--- config.mk ---
export PLATFORM = sky130hd
export DESIGN_NAME = cocotb_package_param_reader_flat
export DESIGN_NICKNAME = d
export VERILOG_FILES = /design/src/rtl/cocotb_package_param_reader.sv /design/src/rtl/cocotb_package_param_reader_if.sv /design/src/flat_wrapper.sv
export SDC_FILE = /design/constraint.sdc
export NUM_CORES = 1
export LEC_CHECK = 0
export BUFFER_PORTS_ARGS = -buffer_cell sky130_fd_sc_hd__buf_2
export CAP_MARGIN = 10
export CORE_MARGIN = 2
export CORE_UTILIZATION = 54
export DETAILED_ROUTE_END_ITERATION = 16
export MAX_ROUTING_LAYER = met4
export PLACE_DENSITY = 0.88
export SYNTH_ARGS = -nofsm -noshare
export SYNTH_HDL_FRONTEND = slang
export SYNTH_SLANG_ARGS = --single-unit
--- constraint.sdc ---
create_clock -name clk -period 2.5 [get_ports clk]
set_input_delay 0.5 -clock clk [delete_from_list [all_inputs] [get_ports clk]]
set_output_delay 0.5 -clock clk [all_outputs]
set_load 0.03 [all_outputs]
--- src/rtl/cocotb_package_param_reader.sv ---
`default_nettype none
// ============================================================================
//  Module      : cocotb_package_param_reader
//  Description : Streams the cocotb package constants out as 32-bit words.
//                A request names a start index and a word count; the words
//                are returned one per valid/ready handshake.
//  Ports       : clk    - clock, rising edge
//                rst_n  - asynchronous active-low reset
//                bus    - request/response bundle (slave modport)
//                err    - one-cycle pulse when a request is rejected
//                busy   - high whenever the FSM is not idle
//  Options     : COCOTB_PKG_READER_CHECKSUM_EN - append an XOR checksum word
//                (out_index = all ones) after the table words.
//  Revision    : 1.0 - initial release
// ============================================================================

package cocotb_package_pkg_1;
  parameter int          five_int    = 5;
  parameter logic [7:0]  eight_logic = 8'd8;
  parameter logic [63:0] long_param  = 64'hFFFF_FFFF_FFFF_FFFF;
endpackage

package cocotb_package_pkg_2;
  parameter int eleven_int = 11;
endpackage

localparam int unit_four_int = 4;

module cocotb_package_param_reader #(
  parameter int DATA_W = 32,
  parameter int IDX_W  = 3,
  parameter int CNT_W  = 3
) (
  input  wire logic                   clk,
  input  wire logic                   rst_n,
  cocotb_package_param_reader_if.slave bus,
  output      logic                   err,
  output      logic                   busy
);

  generate
    if (DATA_W != 32) begin : g_bad_data_w
      $error("cocotb_package_param_reader: DATA_W must be 32");
    end
  endgenerate

  // Widest of the two request fields plus one bit, so start+count never wraps.
  localparam int SUM_W     = ((IDX_W > CNT_W) ? IDX_W : CNT_W) + 1;
  localparam int C_TAB_LEN = 6;

`ifdef COCOTB_PKG_READER_CHECKSUM_EN
  typedef enum logic [1:0] {S_IDLE = 2'd0, S_STREAM = 2'd1, S_CKSUM = 2'd2} state_t;
`else
  typedef enum logic [1:0] {S_IDLE = 2'd0, S_STREAM = 2'd1} state_t;
`endif

  state_t             r_state;
  logic               r_req_ready;
  logic               r_out_valid;
  logic [DATA_W-1:0]  r_out_data;
  logic [IDX_W-1:0]   r_out_index;
  logic               r_out_last;
  logic               r_err;
  logic               r_busy;
  logic [CNT_W-1:0]   r_remaining;
`ifdef COCOTB_PKG_READER_CHECKSUM_EN
  logic [DATA_W-1:0]  r_xor;
`endif

  logic [SUM_W-1:0]   w_end;
  logic               w_reject;
  logic [IDX_W-1:0]   w_next_index;
  logic               w_out_fire;

  function automatic logic [DATA_W-1:0] table_word(input logic [IDX_W-1:0] idx);
    logic [DATA_W-1:0] v;
    v = '0;
    case (int'(idx))
      0: v = DATA_W'(cocotb_package_pkg_1::five_int);
      1: v = DATA_W'(cocotb_package_pkg_1::eight_logic);
      2: v = DATA_W'(cocotb_package_pkg_1::long_param[31:0]);
      3: v = DATA_W'(cocotb_package_pkg_1::long_param[63:32]);
      4: v = DATA_W'(cocotb_package_pkg_2::eleven_int);
      5: v = DATA_W'(unit_four_int);
      default: v = '0;
    endcase
    return v;
  endfunction

  assign w_end        = SUM_W'(bus.req_start) + SUM_W'(bus.req_count);
  assign w_reject     = (bus.req_count == '0) ||
                        (SUM_W'(bus.req_start) > SUM_W'(C_TAB_LEN - 1)) ||
                        (w_end > SUM_W'(C_TAB_LEN));
  assign w_next_index = r_out_index + IDX_W'(1);
  assign w_out_fire   = r_out_valid && bus.out_ready;

  always_ff @(posedge clk or negedge rst_n) begin
    if (!rst_n) begin
      r_state     <= S_IDLE;
      r_req_ready <= 1'b1;
      r_out_valid <= 1'b0;
      r_out_data  <= '0;
      r_out_index <= '0;
      r_out_last  <= 1'b0;
      r_err       <= 1'b0;
      r_busy      <= 1'b0;
      r_remaining <= '0;
`ifdef COCOTB_PKG_READER_CHECKSUM_EN
      r_xor       <= '0;
`endif
    end else begin
      r_err <= 1'b0;
      case (r_state)
        S_IDLE: begin
          if (bus.req_valid && r_req_ready) begin
            if (w_reject) begin
              r_err <= 1'b1;
            end else begin
              r_state     <= S_STREAM;
              r_req_ready <= 1'b0;
              r_busy      <= 1'b1;
              r_out_valid <= 1'b1;
              r_out_index <= bus.req_start;
              r_out_data  <= table_word(bus.req_start);
              r_remaining <= bus.req_count;
`ifdef COCOTB_PKG_READER_CHECKSUM_EN
              r_out_last  <= 1'b0;
              r_xor       <= '0;
`else
              r_out_last  <= (bus.req_count == CNT_W'(1));
`endif
            end
          end
        end

        S_STREAM: begin
          if (w_out_fire) begin
`ifdef COCOTB_PKG_READER_CHECKSUM_EN
            r_xor <= r_xor ^ r_out_data;
`endif
            if (r_remaining == CNT_W'(1)) begin
`ifdef COCOTB_PKG_READER_CHECKSUM_EN
              // Checksum covers every table word, including the one just accepted.
              r_state     <= S_CKSUM;
              r_out_data  <= r_xor ^ r_out_data;
              r_out_index <= '1;
              r_out_last  <= 1'b1;
`else
              r_state     <= S_IDLE;
              r_req_ready <= 1'b1;
              r_busy      <= 1'b0;
              r_out_valid <= 1'b0;
              r_out_data  <= '0;
              r_out_index <= '0;
              r_out_last  <= 1'b0;
`endif
            end else begin
              r_out_index <= w_next_index;
              r_out_data  <= table_word(w_next_index);
              r_remaining <= r_remaining - CNT_W'(1);
`ifndef COCOTB_PKG_READER_CHECKSUM_EN
              r_out_last  <= (r_remaining == CNT_W'(2));
`endif
            end
          end
        end

`ifdef COCOTB_PKG_READER_CHECKSUM_EN
        S_CKSUM: begin
          if (w_out_fire) begin
            r_state     <= S_IDLE;
            r_req_ready <= 1'b1;
            r_busy      <= 1'b0;
            r_out_valid <= 1'b0;
            r_out_data  <= '0;
            r_out_index <= '0;
            r_out_last  <= 1'b0;
          end
        end
`endif

        default: begin
          r_state     <= S_IDLE;
          r_req_ready <= 1'b1;
          r_busy      <= 1'b0;
          r_out_valid <= 1'b0;
          r_out_last  <= 1'b0;
        end
      endcase
    end
  end

  assign bus.req_ready = r_req_ready;
  assign bus.out_valid = r_out_valid;
  assign bus.out_data  = r_out_data;
  assign bus.out_index = r_out_index;
  assign bus.out_last  = r_out_last;
  assign err           = r_err;
  assign busy          = r_busy;

endmodule
`default_nettype wire
--- src/rtl/cocotb_package_param_reader_if.sv ---
`default_nettype none
// ============================================================================
//  Module      : cocotb_package_param_reader_if
//  Description : Request and response handshake bundle for the package
//                parameter reader.
//                - master : requester / consumer side
//                - slave  : reader block side
//  Signals     : req_valid, req_ready, req_start, req_count   (request)
//                out_valid, out_ready, out_data, out_index,
//                out_last                                      (response)
//  Revision    : 1.0 - initial release
// ============================================================================
interface cocotb_package_param_reader_if #(
  parameter int DATA_W = 32,
  parameter int IDX_W  = 3,
  parameter int CNT_W  = 3
);
  logic              req_valid;
  logic              req_ready;
  logic [IDX_W-1:0]  req_start;
  logic [CNT_W-1:0]  req_count;
  logic              out_valid;
  logic              out_ready;
  logic [DATA_W-1:0] out_data;
  logic [IDX_W-1:0]  out_index;
  logic              out_last;

  modport master (
    output req_valid, req_start, req_count, out_ready,
    input  req_ready, out_valid, out_data, out_index, out_last
  );

  modport slave (
    input  req_valid, req_start, req_count, out_ready,
    output req_ready, out_valid, out_data, out_index, out_last
  );
endinterface
`default_nettype wire

--- src/flat_wrapper.sv ---
// flat-port wrapper written by rule: the top's interface ports become plain ports
module cocotb_package_param_reader_flat 
#(
  parameter int DATA_W = 32,
  parameter int IDX_W  = 3,
  parameter int CNT_W  = 3
)
  (clk, rst_n, err, busy, bus_req_valid, bus_req_start, bus_req_count, bus_out_ready, bus_req_ready, bus_out_valid, bus_out_data, bus_out_index, bus_out_last);
  cocotb_package_param_reader_if #(.DATA_W(DATA_W), .IDX_W(IDX_W), .CNT_W(CNT_W)) bus_i ();
  input  wire logic clk;
  input  wire logic rst_n;
  output      logic err;
  output      logic busy;
  input wire logic [$bits(bus_i.req_valid)-1:0] bus_req_valid;
  input wire logic [$bits(bus_i.req_start)-1:0] bus_req_start;
  input wire logic [$bits(bus_i.req_count)-1:0] bus_req_count;
  input wire logic [$bits(bus_i.out_ready)-1:0] bus_out_ready;
  output wire logic [$bits(bus_i.req_ready)-1:0] bus_req_ready;
  output wire logic [$bits(bus_i.out_valid)-1:0] bus_out_valid;
  output wire logic [$bits(bus_i.out_data)-1:0] bus_out_data;
  output wire logic [$bits(bus_i.out_index)-1:0] bus_out_index;
  output wire logic [$bits(bus_i.out_last)-1:0] bus_out_last;
  assign bus_i.req_valid = bus_req_valid;
  assign bus_i.req_start = bus_req_start;
  assign bus_i.req_count = bus_req_count;
  assign bus_i.out_ready = bus_out_ready;
  assign bus_req_ready = bus_i.req_ready;
  assign bus_out_valid = bus_i.out_valid;
  assign bus_out_data = bus_i.out_data;
  assign bus_out_index = bus_i.out_index;
  assign bus_out_last = bus_i.out_last;
  cocotb_package_param_reader #(.DATA_W(DATA_W), .IDX_W(IDX_W), .CNT_W(CNT_W)) u_core (.clk(clk), .rst_n(rst_n), .bus(bus_i), .err(err), .busy(busy));
endmodule
==> out/qor.csv <==
metric,value,unit
maximum VDD drop,0.250,mV
CTS tree,done,
metal1 wirelength,1.29,mm
post-synth top area cell,dfrtp_1,
post-DR vias/cell,5.74,
Die Ht,54.9,µm
syn avg cell area,9.52,µm²
skew final,0.0109,ns
largest net degree at the start of global routing,30,
CTS Sinks,15,
Synth warnings,0,
Area Overhead vs Synth,5.72,%
most frequent cells in the layout,"buf_2, dfrtp_1, nand2_1, ha_1",
Resized Gates After CTS,0,
GRT Overall Usage,24.2,%
worst reg-to-reg path cell count,4,
Die Area,0.00301,mm²
met2 routed WL,1.50,mm
H-tree depth,1,
clk root buf,clkbuf_4,
ys flop type,dfrtp_1,
min-delay worst type,primary input to async pin,
clock latency on the worst-skew pair,0.30,ns
Pleak,0.834,nW
count of final hold-check violations,0,
post-synthesis cell area,0.00140,mm²
Slew @ Worst Pin,0.560,ns
number of diodes,0,
period utilization,84.5,%
Setup WS post-layout,0.388,ns
Post-Synthesis Cells,147,
routed len/inst,15.2,µm
power per standard cell area,316,mW/mm²
vias,1148,
Startpoint Class,primary input,
Worst EP required,2.68,ns
slew margin rel.,62.7,%
Placement Rows,18,
CP endpoint kind,flip-flop,
vias in the first global route,1096,
status,finished clean,
Setup Viol. Count Final,0,
Max Cap Viol,0,
"Clk pin slew, worst setup/hold paths",0.10,ns
critical path type,primary input to flip-flop,
core area,0.00245,mm²
final wirelength,3.04,mm
DP Worst Slack,0.0847,ns
post-detail-place hpwl,2.31,mm
crit path DAT,2.29,ns
Ports,50,
Synth cell types,42,
Final Max Slew Viols,0,
global placement routability congestion,0.895,
top sig layer,met4,
met3 WL,194,µm
DR pass1 iterations,4,
Final Critical Period,2.11,ns
Syn Nets,170,
GRT Residual Overflow,0,
post-synth top area share,25.0,%
Seq cells post-synth,15,
Crit Path Max Fanout,8,
clock buffer depth,2,
sequential element share of the synthesized area,26.9,%
f_max,473,MHz
first-pass GRT wire length,5.02,mm
CTS Buf Count,3,
Crit Reg-Reg Startpoint,u_core.r_state[0],
reg2reg end,u_core.bus.out_last,
number of synthesized flops with an enable pin,0,
Post-synth ARST share,100,%
unrepaired setup endpoints after global routing,false,
initial antenna violation count,0,
share of cells above drive strength 1,41.2,%
drt first-iter violations,27,
Final nets,194,
Initial Util,57.0,%
setup tns final,0,ns
DR DRC count,0,
internal reg-to-reg setup slack,0.52,ns
"Setup Fix Bufs, Post-CTS",0,
"most common cell after layout, fill and taps aside",buf_2,
"antenna viol nets, final",0,
# hold bufs at CTS,0,
Die Wd,54.9,µm
I/O Buffers,49,
leading post-synthesis cells by cell area,"dfrtp_1, buf_4, ha_1",
==> cells in the mapped netlist (2+ instances only) <==
cell type   n
inv_1       9
xor2_1      3
buf_6       2
nor2_1      6
mux2_2      9
o221ai_1    2
o22ai_1     3
xnor2_1     2
o21ai_0     3
fa_1        2
nand2b_1    2
nor4b_1     2
o211ai_1    4
nand3_1     5
buf_4      28
nor2b_1     3
nand2_1    11
ha_1       11
mux2i_1     2
dfrtp_1    14
a21oi_1     3
==> through the flow <==
step           hold slack [ns]  power [mW]  util [%]  instance area, µm²  cells
5_1_grt                  0.128       0.481      60.2                1480    200
3_3_place_gp             0.419       0.319      59.2                1450    196
4_1_cts                  0.106       0.466      60.2                1480    200
3_5_place_dp             0.431       0.322      59.2                1450    196
2_1_floorplan            0.204       0.292         -                1400    147
6_report                0.0896       0.467      60.2                1480    200
==> worst max-delay path, stage by stage <==
cell and delay (ns):
buf_2 0.13, ha_1 0.22, fa_1 0.38, xnor2_1 0.24
o211ai_2 0.14, o21ai_4 0.30, mux2_2 0.38
==> final cells by class <==
cell class | count | area (µm²)
Fill cell | 219 | 976
Multi-Input combinational cell | 91 | 748
Sequential cell | 15 | 377
Timing Repair Buffer | 50 | 253
Inverter | 10 | 37.5
Tap cell | 30 | 37.5
Clock buffer | 4 | 26.3
==> worst max-delay path by stage <==
stage               slack (ns)             start  depth (start not counted)                       to
finish                    0.39  bus_req_count[0]                          7      u_core.bus.out_last
floorplan                 0.30  bus_req_count[0]                          6  u_core.bus.out_data[30]
global route              0.30  bus_req_count[0]                          7  u_core.bus.out_index[1]
global placement          0.13  bus_req_count[0]                          7   u_core.bus.out_data[1]
detailed placement        0.08  bus_req_count[0]                          7  u_core.bus.out_index[0]
CTS                       0.39  bus_req_count[0]                          7      u_core.bus.out_last
==> cells by family (layout without fill, tap and decap cells) <==
| family | count (synthesis) | in the layout | share of synthesized area, % |
|---|---|---|---|
| adders and majority gates | 13 | 13 | 12.7 |
| AOI/OAI and AO/OA | 27 | 27 | 16.0 |
| buffers and inverters | 41 | 64 | 19.6 |
| and+or+nand+nor | 35 | 35 | 13.0 |
| muxes | 11 | 11 | 8.68 |
| DFF | 15 | 15 | 26.9 |
| xor gates and xnor gates | 5 | 5 | 3.13 |
==> per-layer routing <==
| layer | track usage (%) | vias up |
|---|---|---|
| met4 | 11.8 | 0 |
| met3 | 1.88 | 9 |
| met1 | 30.8 | 553 |
| met2 | 39.3 | 48 |
| met5 | - | - |
| li1 | - | 538 |
==> report_power, final <==
part | switching (mW) | internal [mW] | leakage [nW]
registers | 0 | 0.243 | 0.206
clock network | 0.0869 | 0.0622 | 0.0150
logic | 0.0469 | 0.0285 | 0.613
==> flip-flops by register name, summed over array words and instances, names as in the netlist <==
| name | cells |
|---|---|
| u_core.bus.out_data | 5 |
| u_core.bus.out_index | 3 |
| u_core.r_remaining | 3 |
| u_core.bus.out_last | 1 |
| u_core.bus.req_ready | 1 |
| u_core.err | 1 |
| u_core.r_state | 1 |
No activity file was read; power rests on OpenSTA's default activity.
